**config.mk**
```make
export PLATFORM = sky130hd
export DESIGN_NAME = c_wb_ctrl
export DESIGN_NICKNAME = d
export VERILOG_FILES = /design/src/rtl/c_wb_pkg.sv /design/src/rtl/c_addr_gen.sv /design/src/rtl/c_wb_ctrl.sv
export SDC_FILE = /design/constraint.sdc
export NUM_CORES = 1
export LEC_CHECK = 0
export CAP_MARGIN = 25
export CORE_MARGIN = 2
export CORE_UTILIZATION = 48
export CTS_BUF_LIST = sky130_fd_sc_hd__clkbuf_16
export CTS_CLUSTER_SIZE = 25
export DETAILED_ROUTE_END_ITERATION = 10
export PLACE_DENSITY = 0.87
export SYNTH_ARGS = -nofsm -noshare
export SYNTH_HDL_FRONTEND = slang
export SYNTH_HIERARCHICAL = 1
export SYNTH_SLANG_ARGS = --single-unit
```
**constraint.sdc**
```tcl
create_clock -name clk -period 3 [get_ports clk]
set_input_delay 0.6 -clock clk [delete_from_list [all_inputs] [get_ports clk]]
set_output_delay 0.6 -clock clk [all_outputs]
set_load 0.01 [all_outputs]
```
**src/rtl/c_wb_pkg.sv**
```systemverilog
// c_wb_pkg: shared definitions for the C-buffer writeback/readback controller.
//   FUNCT_*     CFU funct codes decoded by c_wb_ctrl
//   wb_state_e  writeback FSM states
package c_wb_pkg;

    localparam logic [2:0] FUNCT_CLEAR  = 3'd1;
    localparam logic [2:0] FUNCT_CONFIG = 3'd2;
    localparam logic [2:0] FUNCT_SET_RD = 3'd3;

    typedef enum logic [1:0] {
        IDLE  = 2'd0,
        WRITE = 2'd1,
        HOLD  = 2'd2
    } wb_state_e;

endpackage

```
**src/rtl/c_addr_gen.sv**
```systemverilog
// c_addr_gen: row/tile counters and write-index generation for the C buffer.
//   clk, rst      clock, async active-high reset
//   clr           zero row/tile counters (base kept)
//   load, base_in load a new base and zero the counters
//   adv           one row accepted: step row counter, roll into tile counter
//   idx           base + tile*ROWS + row, truncated to IDX_W
//   in_range      full-width index < DEPTH
//   last_row      current row is the last row of the tile
module c_addr_gen
    import c_wb_pkg::*;
#(
    parameter int ROWS   = 4,
    parameter int IDX_W  = 16,
    parameter int DEPTH  = 4096,
    parameter int TILE_W = 8
) (
    input  logic             clk,
    input  logic             rst,
    input  logic             clr,
    input  logic             load,
    input  logic [IDX_W-1:0] base_in,
    input  logic             adv,
    output logic [IDX_W-1:0] idx,
    output logic             in_range,
    output logic             last_row
);
    localparam int ROW_W  = $clog2(ROWS);
    localparam int ADDR_W = IDX_W + TILE_W;

    logic [IDX_W-1:0]  base;
    logic [ROW_W-1:0]  row_cnt;
    logic [TILE_W-1:0] tile_cnt;
    logic [ADDR_W-1:0] full_idx;

    // Full-width sum so an index past 2^IDX_W is still caught by the DEPTH compare.
    assign full_idx = ADDR_W'(base) + ADDR_W'(tile_cnt) * ADDR_W'(ROWS) + ADDR_W'(row_cnt);
    assign idx      = full_idx[IDX_W-1:0];
    assign in_range = 64'(full_idx) < 64'(DEPTH);
    assign last_row = (row_cnt == ROW_W'(ROWS - 1));

    always_ff @(posedge clk or posedge rst) begin
        if (rst) begin
            base     <= '0;
            row_cnt  <= '0;
            tile_cnt <= '0;
        end else if (clr) begin
            row_cnt  <= '0;
            tile_cnt <= '0;
        end else if (load) begin
            base     <= base_in;
            row_cnt  <= '0;
            tile_cnt <= '0;
        end else if (adv) begin
            if (last_row) begin
                row_cnt  <= '0;
                tile_cnt <= tile_cnt + TILE_W'(1);
            end else begin
                row_cnt  <= row_cnt + ROW_W'(1);
            end
        end
    end

endmodule

```
**src/rtl/c_wb_ctrl.sv**
```systemverilog
// c_wb_ctrl: C-buffer writeback/readback address controller.
//   clk, rst_n     clock; rst_n is ASYNC ACTIVE-HIGH (1 = reset)
//   cmd_valid, funct, input0, input1   CFU command (CLEAR / CONFIG / SET_RD)
//   c_in_signal    array presents one valid C row
//   rd_strobe      CFU consumed the word at c_idx_out
//   c_wr_en, c_idx_in   registered C-buffer write port
//   c_idx_out      registered read index
//   busy           FSM not IDLE
//   tile_done      pulse aligned with the last row's write slot
//   ovf            sticky: a write was suppressed (index >= DEPTH)
// Build option: define C_RD_AUTOINC_EN to make rd_strobe post-increment c_idx_out.
module c_wb_ctrl
    import c_wb_pkg::*;
#(
    parameter int ROWS   = 4,
    parameter int IDX_W  = 16,
    parameter int DEPTH  = 4096,
    parameter int TILE_W = 8
) (
    input  logic             clk,
    input  logic             rst_n,
    input  logic             cmd_valid,
    input  logic [2:0]       funct,
    input  logic [31:0]      input0,
    input  logic [31:0]      input1,
    input  logic             c_in_signal,
    input  logic             rd_strobe,
    output logic             c_wr_en,
    output logic [IDX_W-1:0] c_idx_in,
    output logic [IDX_W-1:0] c_idx_out,
    output logic             busy,
    output logic             tile_done,
    output logic             ovf
);
    wb_state_e        state, state_nxt;
    logic             is_clr, is_cfg, is_rd, cmd_hit, accept;
    logic [IDX_W-1:0] wr_idx, rd_idx;
    logic             in_range, last_row;
    logic             unused_hi;

    assign is_clr  = cmd_valid && (funct == FUNCT_CLEAR);
    assign is_cfg  = cmd_valid && (funct == FUNCT_CONFIG);
    assign is_rd   = cmd_valid && (funct == FUNCT_SET_RD);
    assign cmd_hit = is_clr || is_cfg || is_rd;

    // A recognised command wins the cycle; the row strobed alongside it is dropped.
    assign accept = c_in_signal && !cmd_hit && (state == IDLE || state == WRITE);

    // Low product bits depend only on low operand bits, so IDX_W math gives the truncated result.
    assign rd_idx    = input0[IDX_W-1:0] + input1[IDX_W-1:0] * IDX_W'(ROWS);
    assign unused_hi = ^{input0[31:IDX_W], input1[31:IDX_W]};

    c_addr_gen #(
        .ROWS   (ROWS),
        .IDX_W  (IDX_W),
        .DEPTH  (DEPTH),
        .TILE_W (TILE_W)
    ) u_addr (
        .clk      (clk),
        .rst      (rst_n),
        .clr      (is_clr),
        .load     (is_cfg && state == IDLE),
        .base_in  (input0[IDX_W-1:0]),
        .adv      (accept),
        .idx      (wr_idx),
        .in_range (in_range),
        .last_row (last_row)
    );

    always_ff @(posedge clk or posedge rst_n) begin
        if (rst_n) state <= IDLE;
        else       state <= state_nxt;
    end

    // HOLD waits for the strobe to drop so a still-high strobe is not taken as a new tile.
    always_comb begin
        state_nxt = state;
        if (is_clr)
            state_nxt = IDLE;
        else if (accept)
            state_nxt = last_row ? HOLD : WRITE;
        else if (state == HOLD && !c_in_signal)
            state_nxt = IDLE;
    end

    assign busy = (state != IDLE);

    always_ff @(posedge clk or posedge rst_n) begin
        if (rst_n) begin
            c_wr_en   <= 1'b0;
            c_idx_in  <= '0;
            tile_done <= 1'b0;
            ovf       <= 1'b0;
        end else begin
            c_wr_en   <= accept && in_range;
            tile_done <= accept && last_row;
            if (accept)
                c_idx_in <= wr_idx;
            if (is_clr)
                ovf <= 1'b0;
            else if (accept && !in_range)
                ovf <= 1'b1;
        end
    end

`ifdef C_RD_AUTOINC_EN
    always_ff @(posedge clk or posedge rst_n) begin
        if (rst_n)          c_idx_out <= '0;
        else if (is_clr)    c_idx_out <= '0;
        else if (is_rd)     c_idx_out <= rd_idx;
        else if (rd_strobe) c_idx_out <= c_idx_out + IDX_W'(1);
    end
`else
    logic unused_rd;
    assign unused_rd = rd_strobe;

    always_ff @(posedge clk or posedge rst_n) begin
        if (rst_n)       c_idx_out <= '0;
        else if (is_clr) c_idx_out <= '0;
        else if (is_rd)  c_idx_out <= rd_idx;
    end
`endif

endmodule

```
==> results of run 1 <==
per-layer routing:
layer  vias up  wire length (um)  part of all wire  global-route usage
li1       1585                 -                 -                   -
met1      1519              3770              0.43               0.264
met2        97              4290              0.49               0.362
met3        16               472             0.054              0.0395
met4         0               142             0.016              0.0870
met5         -                 0                 0                   0
Yosys cell counts (all sizes together), types with 5 or more instances:
library cell	count	area [um2]
a21oi	25	148
nand2	87	327
dfrtp	63	1580
nor3	8	40.0
nand3	15	75.1
ha	25	313
a211oi	5	42.5
xor2	14	123
nor2	27	101
xnor2	17	149
o21ai	33	173
inv	18	67.6
clkbuf	6	26.3
mux2	13	146
buf	8	57.6
where the power goes:
part           switching (W)  internal [W]
Sequential          0.000226       0.00114
Combinational       0.000750      0.000790
Clock               0.000335      0.000536
Total                0.00131       0.00247
state kept, by name (all words and copies together), names as in the netlist:
register / flops
c_idx_in: 16
c_idx_out: 16
u_addr/base: 16
u_addr/tile_cnt: 8
state: 2
u_addr/row_cnt: 2
c_wr_en: 1
ovf: 1
tile_done: 1
layout make-up:
type,instances,share of cell area
Clock buffer,9,0.0458
Clock inverter,6,0.00484
Inverter,19,0.0145
Multi-Input combinational cell,319,0.423
Sequential cell,63,0.321
Tap cell,102,0.0260
Timing Repair Buffer,81,0.165
worst register-to-register path: stages, from the launching register on:
cell and delay (ns):
sky130_fd_sc_hd__dfrtp_1 0.38, sky130_fd_sc_hd__ha_1 0.22, sky130_fd_sc_hd__inv_1 0.07, sky130_fd_sc_hd__fa_1 0.40
sky130_fd_sc_hd__nor2b_1 0.17, sky130_fd_sc_hd__o211ai_1 0.15, sky130_fd_sc_hd__a211oi_1 0.38, sky130_fd_sc_hd__o21ai_1 0.13
sky130_fd_sc_hd__xnor2_1 0.17, sky130_fd_sc_hd__nor4b_2 0.25, sky130_fd_sc_hd__inv_1 0.08, sky130_fd_sc_hd__a21oi_1 0.13
sky130_fd_sc_hd__nor2_1 0.05
cell families after synthesis:
logic type      Yosys count  synth area share
xor+xnor                 31            0.0712
simple gates            160             0.187
flops                    63             0.414
fa+ha+maj                27            0.0926
mux                      15            0.0436
compound gates           86             0.151
buf+inv                  33            0.0407
per-stage QoR:
step | setup slack, ns | std cells | instance area [um2] | hold slack, ns
after floorplan | 0.621 | 415 | 3810 | 0.487
after global placement | 0.189 | 583 | 4640 | 0.459
after detailed placement | 0.174 | 583 | 4640 | 0.464
after CTS | 0.340 | 598 | 4890 | 0.477
after global routing | 0.132 | 599 | 4910 | 0.493
final | 0.334 | 599 | 4910 | 0.470
worst paths after layout:
check | start | endpoint | slack (ns) | depth (start not counted)
max | u_addr/row_cnt[0] | ovf | 0.33 | 12
min | c_idx_in[15] | c_idx_in[15] | 0.47 | 2
max reg2reg | u_addr/row_cnt[0] | ovf | 0.33 | 12
min reg2reg | c_idx_in[15] | c_idx_in[15] | 0.47 | 2
max in group asynchronous | rst_n | c_idx_in[8] | 1.93 | 3
min in group asynchronous | rst_n | u_addr/base[0] | 0.52 | 2
==> tab_implementation.tex, run 1 <==
\begin{tabular}{lr}
\hline
Metric & Value \\
\hline
\multicolumn{2}{l}{\textbf{Logic synthesis}} \\
\quad Synth unique cells & 53 \\
\quad Nets in the synthesized netlist & between 500 and 600 \\
\quad Sequential cell area fraction in the yosys report & 0.414 \\
\quad Synth Warn \# & 6 \\
\quad Mean post-synth cell area & 9.19 um2 \\
\quad Synth async-reset ratio & 1.00 \\
\quad Synthesized instance count & 415 \\
\quad Syn Std Cell Area & 0.00381 mm2 \\
\quad Flip-flop and latch count after synthesis & 63 \\
\quad Number of enable-type register cells in the synthesized netlist & 0 \\
\quad Synth Flop Type & sky130\_fd\_sc\_hd\_\_dfrtp\_1 \\
\multicolumn{2}{l}{\textbf{Worst hold path}} \\
\quad Class of the most critical hold timing path & flip-flop to flip-flop \\
\multicolumn{2}{l}{\textbf{Worst setup path}} \\
\quad Worst path bufs/invs & 2 \\
\quad CP max-delay cell & sky130\_fd\_sc\_hd\_\_fa\_1 \\
\quad Worst stage delay on the critical path & 0.40 ns \\
\quad Kind of cell adding the most delay to the critical path & compound AO/OA/AOI/OAI gates \\
\quad Critical path fanouts, max & 3 \\
\quad CP cell instances & ha\_1 > inv\_1 > fa\_1 > nor2b\_1 > o211ai\_1 > a211oi\_1 > o21ai\_1 > xnor2\_1 > nor4b\_2 > inv\_1 > a21oi\_1 > nor2\_1 \\
\quad Endpoint class of the critical path & flip-flop \\
\quad Critical Path Most Common Cell & sky130\_fd\_sc\_hd\_\_inv\_1 \\
\quad Kind of start point of the critical path & flip-flop \\
\quad Arr. time, crit path & 2.87 ns \\
\quad Required time of the worst setup path & roughly 3.2 ns \\
\quad Crit Path Class & flip-flop to flip-flop \\
\multicolumn{2}{l}{\textbf{Layout}} \\
\quad Commonest non-fill, non-tap cells in the layout & sky130\_fd\_sc\_hd\_\_nand2\_1, sky130\_fd\_sc\_hd\_\_clkdlybuf4s50\_1, sky130\_fd\_sc\_hd\_\_dfrtp\_1 \\
\quad Antenna cell count & 0 \\
\quad Post-route core utilization & 0.636 \\
\quad Area of the multi-input gates & 0.00208 mm2 \\
\quad Number of filler instances in the final layout & around 640 \\
\quad Layout cell share with drive strength beyond 1 & 0.0986 \\
\quad Total area of sequential cells & around 0.0016 mm2 \\
\quad Most frequent standard cell in the layout excluding fill and tap cells & sky130\_fd\_sc\_hd\_\_nand2\_1 \\
\quad Count of nets after finishing & 592 \\
\quad Layout area overhead & 28.9\% \\
\multicolumn{2}{l}{\textbf{Floorplanning}} \\
\quad Standard-cell row count & 32 \\
\quad Die boundary width & 93.1 um \\
\quad Effective utilization at floorplan & 0.493 \\
\quad Floorplan Core Area & 0.00773 mm2 \\
\quad Full die area & 0.00867 mm2 \\
\quad Die extent in y & 93.1 um \\
\quad IO Pins & 108 \\
\multicolumn{2}{l}{\textbf{Clock tree}} \\
\quad Clk slew on worst S/H paths & around 0.05 ns \\
\quad Hold-fix buffer count after cts & 0 \\
\quad Count of cells resized by post-cts repair & 0 \\
\quad Number of buffers on the longest clock path & 2 \\
\quad Clock tree from TritonCTS & yes \\
\quad Number of clock sinks & 63 \\
\quad Clock tree root buffer cell & sky130\_fd\_sc\_hd\_\_clkbuf\_16 \\
\quad Clock buffer count from CTS & 9 \\
\quad Maximum level of the CTS H-tree & 3 \\
\quad Number of buffers added for setup after CTS & 0 \\
\quad Clock network latency to the later pin of the worst-skew pair & 0.32 ns \\
\multicolumn{2}{l}{\textbf{Global routing}} \\
\quad Maximum number of pins on one net before global-route repair & 38 \\
\quad First-pass GRT wire length & 14600 um \\
\quad Sum of overflow across all layers after global routing & 0 \\
\quad GRT Resource Usage Total & 0.212 \\
\quad Number of antenna violations at the first check in global routing & 0 \\
\quad Via count of the first global-routing pass & 3248 \\
\multicolumn{2}{l}{\textbf{Detailed routing}} \\
\quad Number of DRC markers in iteration 0 & roughly 230 \\
\quad Routed WL & 8680 um \\
\quad Average routed wire per standard cell & 14.5 um \\
\quad Per-cell via count in the routed design & 5.37 \\
\quad Total vias in the final route & 3217 \\
\quad Antenna-violating nets left & 0 \\
\quad DR DRC count & 0 \\
\quad TritonRoute pass-1 iters & 4 \\
\multicolumn{2}{l}{\textbf{STA}} \\
\quad Peak Freq & 375 MHz \\
\quad Setup tns final & 0 ns \\
\quad Final critical delay including setup and external delays & 2.67 ns \\
\quad Max-slew violations & 0 \\
\quad Slew at the pin closest to its max-slew limit & 0.479 ns \\
\quad Relative max-transition margin & 0.681 \\
\quad RSZ-0062 raised after global routing & false \\
\quad Worst-case clock skew & 0.00437 ns \\
\quad Final hold violation count & 0 \\
\quad Final clock period utilization by the worst path & 0.889 \\
\quad Total setup violations reported at the end of the flow & 0 \\
\multicolumn{2}{l}{\textbf{Flow run}} \\
\quad MaxCap Viol Count & 0 \\
\multicolumn{2}{l}{\textbf{Pwr}} \\
\quad Leakage power & 2.26 nW \\
\quad Power after layout & around 0.0038 W \\
\quad Peak supply drop & 0.510 mV \\
\quad Ratio of total power to cell area & 770 mW/mm2 \\
\multicolumn{2}{l}{\textbf{Placed design}} \\
\quad Final Wtd Congestion & between 0.8 and 0.9 \\
\quad Port Buffer Count & 72 \\
\quad Post-detail-place hpwl & 6480 um \\
\multicolumn{2}{l}{\textbf{Run status}} \\
\quad Outcome & complete, no violations \\
\hline
\end{tabular}
Power figures use the tool's default switching activity.
==> run 2, diff against run 1 <==
Settings changed: SETUP_SLACK_MARGIN set to 0.3.
==> run 2 against run 1 <==
Compared with the run above: cell count stayed put; first-iteration DRC count shrank 6.7%; largest cell class unchanged; register-to-register slack better by 0.12 ns; sequential cell count stayed put; hold slack about the same; sequential share of layout area down 0.17 points; wire length up 0.89%; count of clock-buffer cells in the layout is the same; critical endpoint unchanged.
==> tab_implementation.tex, run 2 (synthesis results as in run 1) <==
\begin{tabular}{lr}
\hline
Metric & Value \\
\hline
\multicolumn{2}{l}{\textbf{Worst setup path}} \\
\quad Kind of cell adding the most delay to the critical path & compound AO/OA/AOI/OAI gates \\
\quad CP max-delay cell & sky130\_fd\_sc\_hd\_\_dfrtp\_1 \\
\quad Worst path bufs/invs & 2 (unchanged) \\
\quad Critical path fanouts, max & 3 (unchanged) \\
\quad Reg-to-reg critical path startpoint & u\_addr/row\_cnt[0] \\
\quad Arr. time, crit path & 2.75 ns (-0.12 ns) \\
\quad CP cell instances & ha\_4 > inv\_1 > fa\_2 > nor2b\_2 > o211ai\_1 > a211oi\_2 > o21ai\_1 > xnor2\_1 > nor4b\_2 > inv\_1 > a21oi\_1 > nor2\_1 \\
\quad Crit Path Class & flip-flop to flip-flop \\
\quad Critical R2R Capture & ovf \\
\quad Path depth of the worst reg2reg path & 12 (unchanged) \\
\quad Required time of the worst setup path & 3.21 ns (about the same) \\
\quad Endpoint class of the critical path & flip-flop \\
\quad Critical Path Most Common Cell & sky130\_fd\_sc\_hd\_\_inv\_1 \\
\quad Internal reg-to-reg setup slack & 0.46 ns (+0.12 ns) \\
\quad Worst stage delay on the critical path & 0.41 ns (about the same) \\
\quad Kind of start point of the critical path & flip-flop \\
\multicolumn{2}{l}{\textbf{Layout}} \\
\quad Total area of sequential cells & 0.00158 mm2 (unchanged) \\
\quad Area of the multi-input gates & 0.00211 mm2 (+1.3\%) \\
\quad Layout cell share with drive strength beyond 1 & 0.109 (+0.0101) \\
\quad Antenna cell count & 0 (unchanged) \\
\quad Number of filler instances in the final layout & 635 (unchanged) \\
\quad Most frequent standard cell in the layout excluding fill and tap cells & sky130\_fd\_sc\_hd\_\_nand2\_1 \\
\quad Design Area, Final & 0.00494 mm2 (+0.53\%) \\
\quad Commonest non-fill, non-tap cells in the layout & sky130\_fd\_sc\_hd\_\_nand2\_1, sky130\_fd\_sc\_hd\_\_clkdlybuf4s50\_1, sky130\_fd\_sc\_hd\_\_dfrtp\_1 \\
\quad Registers with the most flip-flops & c\_idx\_in: 16 flops, c\_idx\_out: 16 flops, u\_addr/base: 16 flops \\
\quad Count of nets after finishing & 592 (unchanged) \\
\quad Layout area overhead & 29.6\% \\
\multicolumn{2}{l}{\textbf{Global routing}} \\
\quad Number of antenna violations at the first check in global routing & 0 (unchanged) \\
\quad Sum of overflow across all layers after global routing & 0 (unchanged) \\
\quad First-pass GRT wire length & 14600 um (unchanged) \\
\quad GRT Resource Usage Total & 0.212 (unchanged) \\
\quad Maximum number of pins on one net before global-route repair & 38 (unchanged) \\
\quad Via count of the first global-routing pass & 3248 (unchanged) \\
\multicolumn{2}{l}{\textbf{Floorplanning}} \\
\quad Die boundary width & 93.1 um (unchanged) \\
\quad Standard-cell row count & 32 (unchanged) \\
\quad IO Pins & 108 (unchanged) \\
\quad Die extent in y & 93.1 um (unchanged) \\
\quad Floorplan Core Area & 0.00773 mm2 (unchanged) \\
\quad Full die area & 0.00867 mm2 (unchanged) \\
\quad Effective utilization at floorplan & 0.493 (unchanged) \\
\multicolumn{2}{l}{\textbf{Clock tree}} \\
\quad Clock tree root buffer cell & sky130\_fd\_sc\_hd\_\_clkbuf\_16 \\
\quad Clock tree from TritonCTS & yes \\
\quad Clk slew on worst S/H paths & 0.05 ns (about the same) \\
\quad Hold-fix buffer count after cts & 0 (unchanged) \\
\quad Maximum level of the CTS H-tree & 3 (unchanged) \\
\quad Number of buffers on the longest clock path & 2 (unchanged) \\
\quad Number of clock sinks & 63 (unchanged) \\
\quad Clock network latency to the later pin of the worst-skew pair & 0.32 ns (about the same) \\
\quad Clock buffer count from CTS & 9 (unchanged) \\
\multicolumn{2}{l}{\textbf{STA}} \\
\quad Min Hold Slack & 0.470 ns (+0.0000160 ns) \\
\quad Final hold violation count & 0 (unchanged) \\
\quad Slew at the pin closest to its max-slew limit & 0.476 ns (-0.00245 ns) \\
\quad Final critical delay including setup and external delays & 2.54 ns (-0.122 ns) \\
\quad RSZ-0062 raised after global routing & false \\
\quad Max-slew violations & 0 (unchanged) \\
\quad Peak Freq & 393 MHz (+4.8\%) \\
\quad Setup tns final & 0 ns (unchanged) \\
\quad Worst-case clock skew & 0.00316 ns (-0.00121 ns) \\
\quad Total setup violations reported at the end of the flow & 0 (unchanged) \\
\quad Relative max-transition margin & 0.683 (+0.00164) \\
\quad Final clock period utilization by the worst path & 0.848 (-0.0406) \\
\multicolumn{2}{l}{\textbf{Detailed routing}} \\
\quad Per-cell via count in the routed design & 5.38 (+0.22\%) \\
\quad Number of DRC markers in iteration 0 & 210 (-6.7\%) \\
\quad Routed WL & 8750 um (+0.89\%) \\
\quad Total vias in the final route & 3224 (+0.22\%) \\
\quad TritonRoute pass-1 iters & 4 (unchanged) \\
\quad DR DRC count & 0 (unchanged) \\
\quad Average routed wire per standard cell & 14.6 um (+0.89\%) \\
\quad Antenna-violating nets left & 0 (unchanged) \\
\multicolumn{2}{l}{\textbf{Pwr}} \\
\quad Power after layout & 0.00381 W (+0.67\%) \\
\quad Power Internal & 0.00248 W (+0.48\%) \\
\quad Leakage power & 2.26 nW (about the same) \\
\quad Switching fraction of total power & 0.348 (+0.00119) \\
\quad Clock Power Share & 0.230 (about the same) \\
\quad Part of the power in combinational logic & 0.409 (+0.002) \\
\quad Ratio of total power to cell area & 771 mW/mm2 (+0.13\%) \\
\quad Share of total power in sequential cells & 0.361 (-0.002) \\
\quad Psw & 0.00132 W (+1.0\%) \\
\quad Peak supply drop & 0.519 mV (+1.9\%) \\
\multicolumn{2}{l}{\textbf{Placed design}} \\
\quad Port Buffer Count & 72 (unchanged) \\
\quad Post-detail-place hpwl & 6480 um (unchanged) \\
\quad Total cell area at the placement stage & 0.00464 mm2 (unchanged) \\
\quad Final Wtd Congestion & 0.899 (unchanged) \\
\multicolumn{2}{l}{\textbf{Worst hold path}} \\
\quad Endpoint of the worst hold-timing path & c\_idx\_in[15] \\
\quad Worst Hold Launch & c\_idx\_in[15] \\
\quad Class of the most critical hold timing path & flip-flop to flip-flop \\
\quad Number of stages on the worst hold path & 2 (unchanged) \\
\multicolumn{2}{l}{\textbf{Flow run}} \\
\quad MaxCap Viol Count & 0 (unchanged) \\
\multicolumn{2}{l}{\textbf{Run status}} \\
\quad Outcome & complete, no violations \\
\hline
\end{tabular}
[run 2: how the worst max path moves through the flow]
stage / from / end / slack, ns / depth (start not counted)
5_1_grt: u_addr/row_cnt[0] / ovf / 0.29 / 12
3_3_place_gp: input0[2] / c_idx_out[14] / 0.19 / 10
6_report: u_addr/row_cnt[0] / ovf / 0.46 / 12
4_1_cts: u_addr/row_cnt[0] / ovf / 0.34 / 12
2_1_floorplan: u_addr/row_cnt[0] / ovf / 0.62 / 12
3_5_place_dp: input0[2] / c_idx_out[14] / 0.17 / 10
[run 2: repair_timing]
| item | in CTS | in global routing |
|---|---|---|
| setup endpoints to repair | 0 | 2 |
| gates resized for setup | 0 | 6 |
| setup buffers | 0 | 0 |
[run 2: routing by layer]
layer,track usage,wire (um),up-vias,part of all wire
met3,0.0395,396,19,0.045
met4,0.0870,178,0,0.020
met2,0.362,4340,87,0.50
li1,-,-,1581,-
met1,0.264,3830,1537,0.44
met5,0,0,-,0
[run 2: power groups by stage]
stage | Sequential, W | Clock [W] | Combinational, W
floorplan | 0.00138 | 0 | 0.000972
finish | 0.00138 | 0.000874 | 0.00156
detailed placement | 0.00139 | 0 | 0.00153
global route | 0.00141 | 0.000932 | 0.00175
global placement | 0.00138 | 0 | 0.00150
CTS | 0.00137 | 0.000890 | 0.00155
[run 2: final cells by class]
cell class / count / share of cell area
repair buffers: 81 / 0.164
flip-flops and latches: 63 / 0.319
multi-input cells: 319 / 0.427
clock buffers: 9 / 0.0456
clock inverters: 6 / 0.00481
well taps: 102 / 0.0258
inverters: 19 / 0.0144
[run 2: stage by stage]
stage / setup slack (ns) / std cells / utilization
global placement: 0.189 / 583 / 0.600
global route: 0.286 / 599 / 0.639
floorplan: 0.621 / 415 / -
finish: 0.456 / 599 / 0.639
CTS: 0.340 / 598 / 0.632
detailed placement: 0.174 / 583 / 0.600
[run 2: worst min-delay path, stage by stage (launching register included)]
cell	delay (ns)
sky130_fd_sc_hd__dfrtp_1	0.34
sky130_fd_sc_hd__nand2_1	0.05
sky130_fd_sc_hd__nand2_1	0.05
==> run 3, diff against run 2 <==
Settings changed: CORE_UTILIZATION 48 to 44, PLACE_DENSITY 0.87 to 0.85.
Clock period 3 ns to 2.15 ns, I/O delays scaled along.
==> run 3 against run 2 <==
Compared with the run above: the flow now finishes with violations (negative setup slack); worst setup slack lost 0.83 ns; cell count is 15% higher; clock power increased by 58%; first-iteration DRC count increased by 19%; utilization up 9.1 points; power is 70% higher; global-route usage up 1.8 points; count of clock-buffer cells in the layout did not move; die area is 8.7% higher; critical path depth is 2 lower; non-clock buffer count up 88; critical path type unchanged; highest routed layer unchanged.
==> tab_implementation.tex, run 3 (synthesis results as in run 1) <==
\begin{tabular}{lr}
\hline
Metric & Value \\
\hline
\multicolumn{2}{l}{\textbf{STA}} \\
\quad Final hold violation count & 0 (unchanged) \\
\quad Total setup violations reported at the end of the flow & 6 (+6) \\
\quad Max-slew violations & 0 (unchanged) \\
\quad RSZ-0062 raised after global routing & true \\
\quad Relative max-transition margin & 0.724 (+0.0417) \\
\quad Worst setup margin & -0.370 ns (-0.826 ns) \\
\quad Final clock period utilization by the worst path & 1.17 (+0.324) \\
\quad Min Hold Slack & 0.400 ns (-0.0701 ns) \\
\quad Final critical delay including setup and external delays & 2.52 ns (-0.0238 ns) \\
\quad Peak Freq & 397 MHz (+0.95\%) \\
\quad Slew at the pin closest to its max-slew limit & 0.412 ns (-0.0644 ns) \\
\quad Worst-case clock skew & 0.00683 ns (+0.00367 ns) \\
\multicolumn{2}{l}{\textbf{Worst hold path}} \\
\quad Worst Hold Launch & input0[2] \\
\quad Endpoint of the worst hold-timing path & u\_addr/base[2] \\
\quad Class of the most critical hold timing path & input pin to flip-flop \\
\quad Number of stages on the worst hold path & 2 (unchanged) \\
\multicolumn{2}{l}{\textbf{Worst setup path}} \\
\quad Worst path bufs/invs & 2 (unchanged) \\
\quad Required time of the worst setup path & 2.40 ns (-0.81 ns) \\
\quad Kind of cell adding the most delay to the critical path & compound AO/OA/AOI/OAI gates \\
\quad Crit Path Class & flip-flop to flip-flop \\
\quad Internal reg-to-reg setup slack & -0.37 ns (-0.83 ns) \\
\quad CP max-delay cell & sky130\_fd\_sc\_hd\_\_dfrtp\_1 \\
\quad Critical path fanouts, max & 2 (-1) \\
\quad Total number of cells along the worst setup path & 10 (-2) \\
\quad CP cell instances & ha\_1 > o21ai\_1 > a21oi\_1 > a221oi\_2 > nor2\_1 > xor2\_2 > nor4b\_4 > inv\_1 > buf\_4 > nor2\_1 \\
\quad Arr. time, crit path & 2.77 ns (+0.02 ns) \\
\quad Endpoint class of the critical path & flip-flop \\
\quad Critical R2R Capture & c\_wr\_en \\
\quad Critical Path Most Common Cell & sky130\_fd\_sc\_hd\_\_nor2\_1 \\
\quad Kind of start point of the critical path & flip-flop \\
\quad Path depth of the worst reg2reg path & 10 (-2) \\
\quad Reg-to-reg critical path startpoint & u\_addr/base[5] \\
\quad Worst stage delay on the critical path & 0.40 ns (about the same) \\
\multicolumn{2}{l}{\textbf{Layout}} \\
\quad Total area of sequential cells & 0.00158 mm2 (unchanged) \\
\quad Area of the multi-input gates & 0.00252 mm2 (+20\%) \\
\quad Number of filler instances in the final layout & 528 (-17\%) \\
\quad Layout cell share with drive strength beyond 1 & 0.343 (+0.234) \\
\quad Layout area overhead & 58.9\% \\
\quad Registers with the most flip-flops & c\_idx\_in: 16 flops, c\_idx\_out: 16 flops, u\_addr/base: 16 flops \\
\quad Post-route core utilization & 0.730 (+0.0909) \\
\quad Antenna cell count & 0 (unchanged) \\
\quad Most frequent standard cell in the layout excluding fill and tap cells & sky130\_fd\_sc\_hd\_\_buf\_4 \\
\quad Count of nets after finishing & 680 (+15\%) \\
\quad Commonest non-fill, non-tap cells in the layout & sky130\_fd\_sc\_hd\_\_buf\_4, sky130\_fd\_sc\_hd\_\_nand2\_1, sky130\_fd\_sc\_hd\_\_dfrtp\_1 \\
\multicolumn{2}{l}{\textbf{Clock tree}} \\
\quad Clock buffer count from CTS & 9 (unchanged) \\
\quad Number of buffers on the longest clock path & 2 (unchanged) \\
\quad Clock network latency to the later pin of the worst-skew pair & 0.32 ns (about the same) \\
\quad Number of clock sinks & 63 (unchanged) \\
\quad Clock tree root buffer cell & sky130\_fd\_sc\_hd\_\_clkbuf\_16 \\
\quad Clock tree from TritonCTS & yes \\
\quad Clk slew on worst S/H paths & 0.05 ns (about the same) \\
\quad Maximum level of the CTS H-tree & 3 (unchanged) \\
\multicolumn{2}{l}{\textbf{Run status}} \\
\quad Failing checks & negative setup slack \\
\quad Outcome & finished with violations \\
\multicolumn{2}{l}{\textbf{Floorplanning}} \\
\quad Die extent in y & 97.1 um (+4.3\%) \\
\quad Effective utilization at floorplan & 0.459 (-0.0340) \\
\quad Floorplan Core Area & 0.00830 mm2 (+7.4\%) \\
\quad Standard-cell row count & 33 (+3.1\%) \\
\quad Full die area & 0.00943 mm2 (+8.7\%) \\
\quad Die boundary width & 97.1 um (+4.3\%) \\
\quad IO Pins & 108 (unchanged) \\
\multicolumn{2}{l}{\textbf{Pwr}} \\
\quad Ratio of total power to cell area & 1070 mW/mm2 (+38\%) \\
\quad Leakage power & 2.89 nW (+28\%) \\
\quad Peak supply drop & 0.684 mV (+32\%) \\
\multicolumn{2}{l}{\textbf{Detailed routing}} \\
\quad TritonRoute pass-1 iters & 4 (unchanged) \\
\quad Per-cell via count in the routed design & 5.43 (+0.88\%) \\
\quad Antenna-violating nets left & 0 (unchanged) \\
\quad DR DRC count & 0 (unchanged) \\
\quad Average routed wire per standard cell & 17.2 um (+18\%) \\
\quad Total vias in the final route & 3752 (+16\%) \\
\quad Number of DRC markers in iteration 0 & 250 (+19\%) \\
\quad Routed WL & 11900 um (+36\%) \\
\multicolumn{2}{l}{\textbf{Flow run}} \\
\quad MaxCap Viol Count & 0 (unchanged) \\
\multicolumn{2}{l}{\textbf{Placed design}} \\
\quad Worst slack after detailed placement & -0.368 ns (-0.543 ns) \\
\quad Post-detail-place hpwl & 7300 um (+13\%) \\
\quad Final Wtd Congestion & 0.838 (-6.8\%) \\
\quad Port Buffer Count & 72 (unchanged) \\
\multicolumn{2}{l}{\textbf{Global routing}} \\
\quad Maximum number of pins on one net before global-route repair & 27 (-29\%) \\
\quad First-pass GRT wire length & 18000 um (+23\%) \\
\quad GRT Resource Usage Total & 0.230 (+0.0181) \\
\quad Number of antenna violations at the first check in global routing & 0 (unchanged) \\
\quad Sum of overflow across all layers after global routing & 0 (unchanged) \\
\quad Via count of the first global-routing pass & 3819 (+18\%) \\
\hline
\end{tabular}
run 3: cell count changes in the layout (fill, tap and decap cells not counted), moves of 11 or more:
cell and delta:
sky130_fd_sc_hd__ha_4 +13, sky130_fd_sc_hd__ha_1 -16, sky130_fd_sc_hd__buf_4 +82, sky130_fd_sc_hd__dlymetal6s2s_1 +11, sky130_fd_sc_hd__clkdlybuf4s50_1 -27, sky130_fd_sc_hd__dlygate4sd2_1 +13
run 3: timing repair:
action / CTS / global route
setup endpoints to repair: 39 / 36
setup buffers: 13 / 9
cloned: 1 / 0
pin swaps: 35 / 33
hold endpoints to repair: 0 / 0
hold buffers: 0 / 0
resized for setup: 56 / 50
run 3: worst max-delay path by stage:
stage,from,to,slack [ns]
after global routing,u_addr/base[5],ovf,-0.52
final,u_addr/base[5],c_wr_en,-0.37
after floorplan,u_addr/row_cnt[0],ovf,-0.15
after CTS,u_addr/row_cnt[0],ovf,-0.25
after global placement,input0[2],c_idx_out[14],-0.33
after detailed placement,input0[2],c_idx_out[14],-0.37
run 3: worst reg2reg max path, delay by kind of cell, from the launching register on:
kind | cells | cell delay [ns]
AND/OR/NAND/NOR | 3 | 0.48
buffers and inverters | 2 | 0.23
XOR/XNOR | 1 | 0.18
AO/OA/AOI/OAI | 3 | 0.83
adder cells (fa/ha/maj) | 1 | 0.33
flip-flops | 1 | 0.40
run 3: through the flow:
stage	setup TNS (ns)	area [um2]	power, W	cells
after floorplan	-0.157	3880	0.00331	415
after global placement	-3.17	5190	0.00438	652
after detailed placement	-4.50	5190	0.00448	652
after CTS	-0.720	5730	0.00613	682
after global routing	-2.17	6060	0.00683	691
final	-1.32	6060	0.00646	691
run 3: where the power goes:
| part | internal, W | switching [W] | leakage [nW] |
|---|---|---|---|
| registers | 0.00160 | 0.000380 | 0.809 |
| logic | 0.00169 | 0.00142 | 1.93 |
| clock network | 0.000878 | 0.000506 | 0.149 |
run 3: layer usage:
| metal | track usage | routed length, um | vias to the layer above |
|---|---|---|---|
| li1 | - | - | 1749 |
| met1 | 0.282 | 4620 | 1810 |
| met2 | 0.403 | 6280 | 156 |
| met3 | 0.0453 | 707 | 37 |
| met4 | 0.0791 | 306 | 0 |
| met5 | 0 | 0 | - |
run 3: final cells by class:
type,count,area share
Multi-Input combinational cell,319,0.416
Tap cell,105,0.0217
Timing Repair Buffer,169,0.244
Clock inverter,7,0.00929
Sequential cell,63,0.260
Inverter,19,0.0118
Clock buffer,9,0.0372
